## config.mk

```make
export PLATFORM = sky130hd
export DESIGN_NAME = data_sampler_trigger
export DESIGN_NICKNAME = d
export VERILOG_FILES = /design/src/rtl/data_sampler_trigger_pkg.sv /design/src/rtl/data_sampler_trigger_edge_detect.sv /design/src/rtl/data_sampler_trigger.sv
export SDC_FILE = /design/constraint.sdc
export NUM_CORES = 1
export LEC_CHECK = 0
export CORE_AREA = 2 2 413 415
export CTS_CLUSTER_DIAMETER = 30
export DETAILED_ROUTE_END_ITERATION = 12
export DIE_AREA = 0 0 415 417
export SLEW_MARGIN = 20
export SYNTH_ARGS = -nofsm -noshare
export SYNTH_HDL_FRONTEND = slang
export SYNTH_SLANG_ARGS = --single-unit
```

## constraint.sdc

```tcl
create_clock -name CLK -period 52.2 [get_ports CLK]
set_input_delay 10.44 -clock CLK [delete_from_list [all_inputs] [get_ports CLK]]
set_output_delay 10.44 -clock CLK [all_outputs]
set_load 0.03 [all_outputs]
```

## src/rtl/data_sampler_trigger_pkg.sv

```systemverilog
// Shared definitions for the sampling FIFO front end.
// Holds the capture FSM state encoding and the default word/length widths
// used by the FIFO stages.
package data_sampler_trigger_pkg;

    localparam int DATA_WIDTH_DEF = 512;
    localparam int LEN_WIDTH_DEF  = 16;

    typedef enum logic [1:0] {
        ST_IDLE    = 2'd0,
        ST_ARMED   = 2'd1,
        ST_CAPTURE = 2'd2,
        ST_DONE    = 2'd3
    } state_t;

endpackage

```

## src/rtl/data_sampler_trigger_edge_detect.sv

```systemverilog
// Rising-edge detector for the external trigger.
// Ports:
//   clk   - sample clock
//   rst   - asynchronous active-high reset
//   trig  - trigger level, synchronous to clk
//   rise  - high for the cycle in which trig goes 0 -> 1
// The delayed copy is updated every cycle regardless of the capture state, so
// a trigger already high when the capture is armed never looks like an edge.
module data_sampler_trigger_edge_detect (
    input  logic clk,
    input  logic rst,
    input  logic trig,
    output logic rise
);

    logic trig_q;

    always_ff @(posedge clk or posedge rst) begin
        if (rst) begin
            trig_q <= 1'b0;
        end else begin
            trig_q <= trig;
        end
    end

    assign rise = trig & ~trig_q;

endmodule

```

## src/rtl/data_sampler_trigger.sv

```systemverilog
// Gated snippet capture in front of the wide sampling FIFO.
// Once armed and triggered, forwards exactly LENGTH valid sample words to the
// FIFO write port, then stops and reports status.
// Ports:
//   CLK, RESET        - sample clock, asynchronous active-high reset
//   DIN, DIN_VALID    - continuous sample stream
//   START, ABORT      - single-cycle control pulses (ABORT wins)
//   TRIG_SEL, TRIG    - 0: immediate trigger, 1: rising edge of TRIG
//   LENGTH            - snippet length, latched on START
//   FIFO_FULL         - FIFO write-side full flag
//   DOUT, DOUT_VALID  - FIFO din / wr_en, registered
//   BUSY, DONE        - registered state decodes
//   OVERFLOW          - sticky: a forwarded word met FIFO_FULL
//   WORDS_CAPTURED    - words forwarded in the current or last snippet
//
// state   | meaning
// IDLE    | waiting for START
// ARMED   | LENGTH latched, waiting for the trigger
// CAPTURE | forwarding valid words until LENGTH reached
// DONE    | snippet complete, holding status until re-armed
module data_sampler_trigger
    import data_sampler_trigger_pkg::*;
#(
    parameter int DATA_WIDTH = DATA_WIDTH_DEF,
    parameter int LEN_WIDTH  = LEN_WIDTH_DEF
) (
    input  logic                  CLK,
    input  logic                  RESET,
    input  logic [DATA_WIDTH-1:0] DIN,
    input  logic                  DIN_VALID,
    input  logic                  START,
    input  logic                  ABORT,
    input  logic                  TRIG_SEL,
    input  logic                  TRIG,
    input  logic [LEN_WIDTH-1:0]  LENGTH,
    input  logic                  FIFO_FULL,
    output logic [DATA_WIDTH-1:0] DOUT,
    output logic                  DOUT_VALID,
    output logic                  BUSY,
    output logic                  DONE,
    output logic                  OVERFLOW,
    output logic [LEN_WIDTH-1:0]  WORDS_CAPTURED
);

    state_t                  state;
    state_t                  state_next;
    logic                    trig_rise;
    logic                    arm;
    logic                    accept;
    logic [LEN_WIDTH-1:0]    len_q;
    logic [LEN_WIDTH-1:0]    words_q;
    logic [LEN_WIDTH-1:0]    words_inc;
    logic                    overflow_q;
    logic [DATA_WIDTH-1:0]   dout_q;
    logic                    dout_valid_q;
    logic                    busy_q;
    logic                    done_q;

    data_sampler_trigger_edge_detect u_edge (
        .clk  (CLK),
        .rst  (RESET),
        .trig (TRIG),
        .rise (trig_rise)
    );

    assign words_inc = words_q + LEN_WIDTH'(1);

    always_ff @(posedge CLK or posedge RESET) begin
        if (RESET) begin
            state <= ST_IDLE;
        end else begin
            state <= state_next;
        end
    end

    // ABORT overrides everything, including a START or trigger in the same
    // cycle; the word being accepted in that cycle is not forwarded.
    always_comb begin
        state_next = state;
        arm        = 1'b0;
        accept     = 1'b0;
        if (ABORT) begin
            state_next = ST_IDLE;
        end else begin
            case (state)
                ST_IDLE, ST_DONE: begin
                    if (START) begin
                        arm        = 1'b1;
                        state_next = (LENGTH == '0) ? ST_DONE : ST_ARMED;
                    end
                end
                ST_ARMED: begin
                    if (!TRIG_SEL || trig_rise) begin
                        state_next = ST_CAPTURE;
                    end
                end
                ST_CAPTURE: begin
                    if (DIN_VALID) begin
                        accept = 1'b1;
                        if (words_inc == len_q) begin
                            state_next = ST_DONE;
                        end
                    end
                end
                default: state_next = ST_IDLE;
            endcase
        end
    end

    // A word meeting FIFO_FULL is still strobed and counted so the snippet
    // spans a fixed time window; the loss is flagged through OVERFLOW.
    always_ff @(posedge CLK or posedge RESET) begin
        if (RESET) begin
            len_q        <= '0;
            words_q      <= '0;
            overflow_q   <= 1'b0;
            dout_q       <= '0;
            dout_valid_q <= 1'b0;
            busy_q       <= 1'b0;
            done_q       <= 1'b0;
        end else begin
            busy_q       <= (state_next == ST_ARMED) || (state_next == ST_CAPTURE);
            done_q       <= (state_next == ST_DONE);
            dout_valid_q <= accept;
            if (accept) begin
                dout_q  <= DIN;
                words_q <= words_inc;
                if (FIFO_FULL) begin
                    overflow_q <= 1'b1;
                end
            end
            if (arm) begin
                len_q      <= LENGTH;
                words_q    <= '0;
                overflow_q <= 1'b0;
            end
        end
    end

    assign DOUT           = dout_q;
    assign DOUT_VALID     = dout_valid_q;
    assign BUSY           = busy_q;
    assign DONE           = done_q;
    assign OVERFLOW       = overflow_q;
    assign WORDS_CAPTURED = words_q;

endmodule
```

==> results of run 1 <==
[cell usage after synthesis, types with 3 or more instances]
cell / instances
nor2_1: 14
nor3_1: 3
dfrtp_1: 551
nand4_1: 5
clkbuf_1: 105
o31ai_1: 9
o21ai_0: 24
nor4_1: 4
nand2b_1: 3
buf_2: 5
ha_1: 4
a21oi_1: 6
xnor2_1: 13
nand4_4: 3
xor2_1: 10
nand3_1: 10
buf_1: 14
nand2_1: 1605
inv_1: 6
[logic make-up after synthesis]
logic type / synth area share
flip-flops: 0.648
buffers and inverters: 0.0243
XOR/XNOR: 0.00946
multiplexers: 0.000999
AND/OR/NAND/NOR: 0.300
adder cells (fa/ha/maj): 0.00235
AO/OA/AOI/OAI: 0.0153
[worst register-to-register path: stages (launching register included)]
cell and delay [ns]:
dfrtp_1 0.40, inv_1 0.08, ha_1 0.24, nand3b_1 0.13, buf_4 0.45, buf_4 0.81, buf_4 0.79, buf_4 0.88
nand2_1 0.15, nand2_1 0.10
[cell type report]
| cell class | count | area (sq um) |
|---|---|---|
| inverters | 6 | 37.5 |
| fillers | 18100 | 128000 |
| well taps | 2218 | 2780 |
| flip-flops and latches | 551 | 13800 |
| multi-input cells | 1739 | 6980 |
| repair buffers | 1090 | 10900 |
| clock buffers | 201 | 4360 |
| diodes | 16 | 40.0 |
| clock inverters | 92 | 1470 |
[per-stage QoR]
stage / hold WS, ns / instance area [sq um] / util / power (mW) / instances
after floorplan: 0.465 / 21300 / - / 1.25 / 2422
after global placement: 0.456 / 34400 / 0.204 / 1.77 / 5604
after detailed placement: 0.461 / 34400 / 0.204 / 1.78 / 5604
after CTS: 0.472 / 40300 / 0.239 / 2.84 / 5897
after global routing: 0.484 / 40300 / 0.239 / 2.94 / 5913
final: 0.467 / 40300 / 0.239 / 2.81 / 5913
[path summary, 6_finish.rpt]
path                                  startpoint                     to  cells past startpoint
setup / recovery                           ABORT  DOUT[405]$_DFFE_PP0P_                      8
hold / removal             DOUT[225]$_DFFE_PP0P_  DOUT[225]$_DFFE_PP0P_                      2
setup reg to reg              state[0]$_DFF_PP0_  DOUT[405]$_DFFE_PP0P_                      9
hold reg to reg            DOUT[225]$_DFFE_PP0P_  DOUT[225]$_DFFE_PP0P_                      2
max in group asynchronous                  RESET  DOUT[244]$_DFFE_PP0P_                      5
min in group asynchronous                  RESET  DOUT[434]$_DFFE_PP0P_                      2
[routing by layer]
metal,global-route usage,part of all wire
met1,0.154,0.40
met5,0,0.00053
met4,0.0643,0.032
met3,0.0616,0.11
met2,0.190,0.46
[registers in the layout, indices dropped and copies added (netlist names)]
| name | count |
|---|---|
| state | 2 |
| u_edge.trig_q | 1 |
| BUSY | 1 |
| DONE | 1 |
| DOUT_VALID | 1 |
| OVERFLOW | 1 |
| len_q | 16 |
| WORDS_CAPTURED | 16 |
| DOUT | 512 |
[power groups by stage]
stage | Combinational, mW | Sequential [mW] | Clock (mW)
final | 1.05 | 0.723 | 1.03
after global routing | 1.12 | 0.743 | 1.08
after CTS | 1.07 | 0.722 | 1.05
after detailed placement | 1.06 | 0.721 | 0
after global placement | 1.06 | 0.718 | 0
after floorplan | 0.197 | 1.05 | 0
==> metrics.md, run 1 <==
| Metric | Value |
|---|---|
| First-pass GRT wire length | `159000 microns` |
| CTS Buf Count | `158` |
| WL/cell | `19.4 microns` |
| CTS root buffer | `clkbuf_16` |
| Largest stage delay, worst path | `0.81 ns` |
| Main synth FF type | `dfrtp_1` |
| Core ar. | `0.169 sq mm` |
| Post-synth cell types | `43` |
| Post-Syn Area | `0.0213 sq mm` |
| Area grow syn2layout | `89.3%` |
| Yosys synthesis warning count | `0` |
| Critical path peak fanout | `84` |
| Antenna-violating nets left | `0` |
| CTS Hold Bufs | `0` |
| Largest area contributor in the netlist | `dfrtp_1` |
| Crit share post-route | `0.265` |
| Seq cells post-synth | `551` |
| Initial antenna violation count | `42` |
| Port Buf Inserts | `1067` |
| Least-Margin Pin Slew | `1.04 ns` |
| Hold Path Class | `reg -> reg` |
| Top cell type's share of synthesized area | `0.648` |
| CP max stage cell | `buf_4` |
| Slew Viols, Final | `0` |
| Row cnt | `151` |
| Arrival @ worst endpoint | `14.53 ns` |
| Clk_skew | `0.0440 ns` |
| H-tree depth | `4` |
| GR Overflow Total | `0` |
| Setup CP Type | `in -> reg` |
| Worst vdd ir | `0.0309 mV` |
| Ys async rst share | `1.00` |
| Hold Violations, Final | `0` |
| Die height | `417 microns` |
| Dpl hpwl | `88600 microns` |
| Drc violations | `0` |
| Outcome | `complete, no violations` |
| Worst-path cell chain | `clkdlybuf4s50_1 -> nand3b_1 -> buf_4 -> buf_4 -> buf_4 -> buf_4 -> nand2_1 -> nand2_1` |
| Clk_lat worst skew | `0.77 ns` |
| Final Wtd Congestion | `0.982` |
| WL final | `115000 microns` |
| Clock power frac | `0.368` |
| Via count | `20800` |
| Nets | `4086` |
| Leading cell type in the layout, fill and taps excluded | `nand2_1` |
| Starting DRT DRC Count | `1840` |
| Worst setup EP type | `flop` |
| CTS tree | `done` |
| Max Cap Viol | `0` |
| Num Clock Sinks | `551` |
| Vias in the first global route | `21000` |
| Total GRT Usage | `0.128` |
| # setup viols final | `0` |
| Most frequent cells in the layout | `nand2_1 (1605), clkdlybuf4s50_1 (1067), dfrtp_1 (551)` |
| Largest net degree at the start of global routing | `122` |
| Die X | `415 microns` |
| Synth Instances | `2422` |
| Power Density | `69.7 mW/mm^2` |
| Syn_nets | `2962` |
| Register area share after synthesis | `0.648` |
| Startpoint types | `input pin` |
| P_sw | `1.08 mW` |
| Worst Path Required | `52.89 ns` |
| Mapped Avg Cell Area | `8.79 sq um` |
| DR pass1 iterations | `6` |
| Reg clk slew, reported paths | `0.05 ns` |
| Fmax achieved | `72.2 MHz` |
| EDFF count, synth | `0` |
| Top delay family on crit path | `buffers and inverters` |
| Most common cell on crit path | `buf_4` |
| Switching share of total power | `0.385` |
| Leakage | `18.8 nW` |
| Setup ws final | `38.35 ns` |
| Post-place setup slack | `37.55 ns` |
| Setup TNS | `0 ns` |
| I/O pins | `1068` |
| Initial Util | `0.126` |
| Vias per inst | `3.52` |
| Layout cell share with drive strength beyond 1 | `0.0845` |
| Sequential power share | `0.257` |
| Post-CTS Resized | `0` |
| Setup Buffers After CTS | `0` |
| Minimum clock period | `13.85 ns` |
| Clock buffer depth | `3` |
| Die area | `0.173 sq mm` |
| Buf+Inv Stages, Crit Path | `5` |
| Synth area leaders | `dfrtp_1 (65%), nand2_1 (28%), clkbuf_1 (1.9%)` |
| Logic pwr share | `0.375` |
| Max-slew headroom | `0.306` |
| Reg-to-reg setup timing slack | `48.11 ns` |
| P_int | `1.73 mW` |
| RSZ-0062 raised after global routing | `false` |
Note: power is estimated with default switching activity, not from simulation.
==> run 2: changes to the inputs <==
CORE_AREA = 2 2 420 422   (was 2 2 413 415)
DIE_AREA = 0 0 422 424   (was 0 0 415 417)
clock period = 13.66 ns   (was 52.2 ns; I/O delays follow)
==> run 2 against run 1 <==
Flip-flop and latch count did not move. Sequential share of layout area about the same. Via count is 0.22% lower. Sequential power grew to 3.8 times the previous value. Critical endpoint is now DOUT[177]$_DFFE_PP0P_. Global-route usage decreased by 0.86 points. Die area rose by 3.4%. Worst setup slack worse by 31 ns. Worst hold slack gained 0.0014 ns. First-iteration DRC count is 26% lower. Final area is essentially flat. Wire length is 3.7% lower.
==> metrics.md, run 2 (synthesis results as in run 1) <==
| Metric | Value |
|---|---|
| WL/cell | `18.4 microns (-5.5%)` |
| P_sw | `4.18 mW (+290%)` |
| Worst vdd ir | `0.151 mV (+390%)` |
| Minimum clock period | `6.20 ns` |
| P_int | `6.52 mW (+280%)` |
| CTS root buffer | `clkbuf_16` |
| Logic pwr share | `0.379 (+0.004)` |
| Die X | `422 microns (+1.7%)` |
| Area grow syn2layout | `89.4% (about the same)` |
| Arrival @ worst endpoint | `6.87 ns (-7.66 ns)` |
| Die height | `424 microns (+1.7%)` |
| Most frequent cells in the layout | `nand2_1 (1605), clkdlybuf4s50_1 (1067), dfrtp_1 (551)` |
| Hold Violations, Final | `0 (unchanged)` |
| Clock buffer depth | `3 (unchanged)` |
| Largest net degree at the start of global routing | `119 (-2.5%)` |
| Clk_lat worst skew | `0.80 ns (+0.03 ns)` |
| Layout cell share with drive strength beyond 1 | `0.0814 (-0.00317)` |
| Power Density | `266 mW/mm^2 (+280%)` |
| Setup Buffers After CTS | `0 (unchanged)` |
| Max-slew headroom | `0.329 (+0.0229)` |
| Number of cells on the worst reg-to-reg path | `9 (unchanged)` |
| Reg-to-reg setup timing slack | `9.36 ns (-38.75 ns)` |
| H-tree depth | `4 (unchanged)` |
| # fillers | `19100 (+5.3%)` |
| R2r endpoint | `DOUT[177]$_DFFE_PP0P_` |
| Outcome | `complete, no violations` |
| Post-CTS Resized | `0 (unchanged)` |
| Via count | `20800 (-0.22%)` |
| Nets | `4090 (+0.098%)` |
| Endpoint with the worst hold slack | `DOUT[85]$_DFFE_PP0P_` |
| WHS Path Cells | `2 (unchanged)` |
| WL final | `111000 microns (-3.7%)` |
| Vias in the first global route | `21200 (+0.60%)` |
| Initial antenna violation count | `19 (-55%)` |
| Initial Util | `0.122 (-0.00464)` |
| Max Cap Viol | `0 (unchanged)` |
| Max FFs per register | `512 (unchanged)` |
| Core ar. | `0.175 sq mm (+3.8%)` |
| Worst setup EP type | `flop` |
| Worst Path Required | `14.34 ns (-38.55 ns)` |
| # setup viols final | `0 (unchanged)` |
| Port Buf Inserts | `1067 (unchanged)` |
| DR pass1 iterations | `7 (+1)` |
| Die area | `0.179 sq mm (+3.4%)` |
| Hold Path Class | `reg -> reg` |
| Final Util | `0.230 (-0.00875)` |
| Leakage | `18.7 nW (-0.17%)` |
| Fmax achieved | `161 MHz` |
| Total GRT Usage | `0.120 (-0.00864)` |
| First-pass GRT wire length | `155000 microns (-2.4%)` |
| Final Wtd Congestion | `0.932 (-5.1%)` |
| Reg2reg start | `state[0]$_DFF_PP0_` |
| Antenna-violating nets left | `0 (unchanged)` |
| CTS tree | `done` |
| CTS Hold Bufs | `0 (unchanged)` |
| Drc violations | `0 (unchanged)` |
| Switching share of total power | `0.391 (+0.00561)` |
| Leading cell type in the layout, fill and taps excluded | `nand2_1` |
| Clock power frac | `0.362 (-0.006)` |
| CTS Buf Count | `161 (+1.9%)` |
| Row cnt | `154 (+2.0%)` |
| Clk_skew | `0.0776 ns (+0.0336 ns)` |
| Setup CP Type | `in -> reg` |
| RSZ-0062 raised after global routing | `false` |
| Reg clk slew, reported paths | `0.04 ns (about the same)` |
| Vias per inst | `3.45 (-2.0%)` |
| Least-Margin Pin Slew | `1.01 ns (-0.0344 ns)` |
| Sequential power share | `0.259 (+0.002)` |
| Setup TNS | `0 ns (unchanged)` |
| Crit share post-route | `0.454` |
| I/O pins | `1068 (unchanged)` |
| Starting DRT DRC Count | `1354 (-26%)` |
| Startpoint types | `input pin` |
| Slew Viols, Final | `0 (unchanged)` |
| Dpl hpwl | `84000 microns (-5.1%)` |
| Num Clock Sinks | `551 (unchanged)` |
| Critical path peak fanout | `118 (+40%)` |
| Min-delay src | `DOUT[85]$_DFFE_PP0P_` |
| GR Overflow Total | `0 (unchanged)` |
run 2: cell count changes in the layout (fill, tap and decap cells not counted):
cell and delta:
diode_2 -9, clkinv_8 -1, inv_16 +1, buf_4 +1, clkinv_4 -4, clkbuf_8 +4
bufinv_16 -7, clkbuf_1 +8, clkbuf_16 +3, clkinvlp_4 -8, inv_8 -1, clkinv_16 +1
inv_6 -1
run 2: power groups by stage:
stage	registers [mW]	logic, mW	clock network, mW
6_report	2.77	4.06	3.87
5_1_grt	2.85	4.33	4.05
4_1_cts	2.76	4.12	3.95
3_5_place_dp	2.76	4.10	0
3_3_place_gp	2.75	4.09	0
2_1_floorplan	4.01	0.753	0
run 2: through the flow:
step / instance area (sq um) / instances / total power [mW] / hold WS [ns] / setup slack, ns
4_1_cts: 40300 / 6015 / 10.8 / 0.472 / 7.43
3_5_place_dp: 34600 / 5727 / 6.87 / 0.461 / 6.61
6_report: 40300 / 6022 / 10.7 / 0.468 / 7.46
5_1_grt: 40300 / 6020 / 11.2 / 0.482 / 7.21
2_1_floorplan: 21300 / 2422 / 4.76 / 0.465 / 3.43
3_3_place_gp: 34600 / 5727 / 6.83 / 0.457 / 6.69
run 2: cell type report:
class	instances	area (sq um)	area share
inverters	6	33.8	0.000838
diodes	7	17.5	0.000435
clock buffers	216	4520	0.112
multi-input cells	1739	6980	0.173
well taps	2340	2930	0.0726
repair buffers	1091	10900	0.269
flip-flops and latches	551	13800	0.342
clock inverters	72	1180	0.0294
run 2: how the worst max path moves through the flow:
stage,startpoint,to,slack (ns),depth (start not counted)
global route,ABORT,DOUT[107]$_DFFE_PP0P_,7.21,8
detailed placement,ABORT,DOUT[115]$_DFFE_PP0P_,6.61,8
finish,ABORT,DOUT[177]$_DFFE_PP0P_,7.46,8
global placement,ABORT,DOUT[115]$_DFFE_PP0P_,6.69,8
floorplan,RESET,BUSY$_DFF_PP0_,3.43,1
CTS,ABORT,DOUT[177]$_DFFE_PP0P_,7.43,8
run 2: per-layer routing:
layer	vias up	GRT usage	wire length, microns
met1	10000	0.145	45400
met5	-	0	42
met3	219	0.0554	10800
met2	811	0.178	49500
li1	9697	-	-
met4	8	0.0588	4970
run 2: worst max-delay path, cell delays in order:
cell	delay, ns
clkdlybuf4s50_1	0.50
nand3b_1	0.60
inv_8	0.58
buf_4	0.84
buf_4	0.62
buf_4	0.55
nand2_1	0.14
nand2_1	0.09
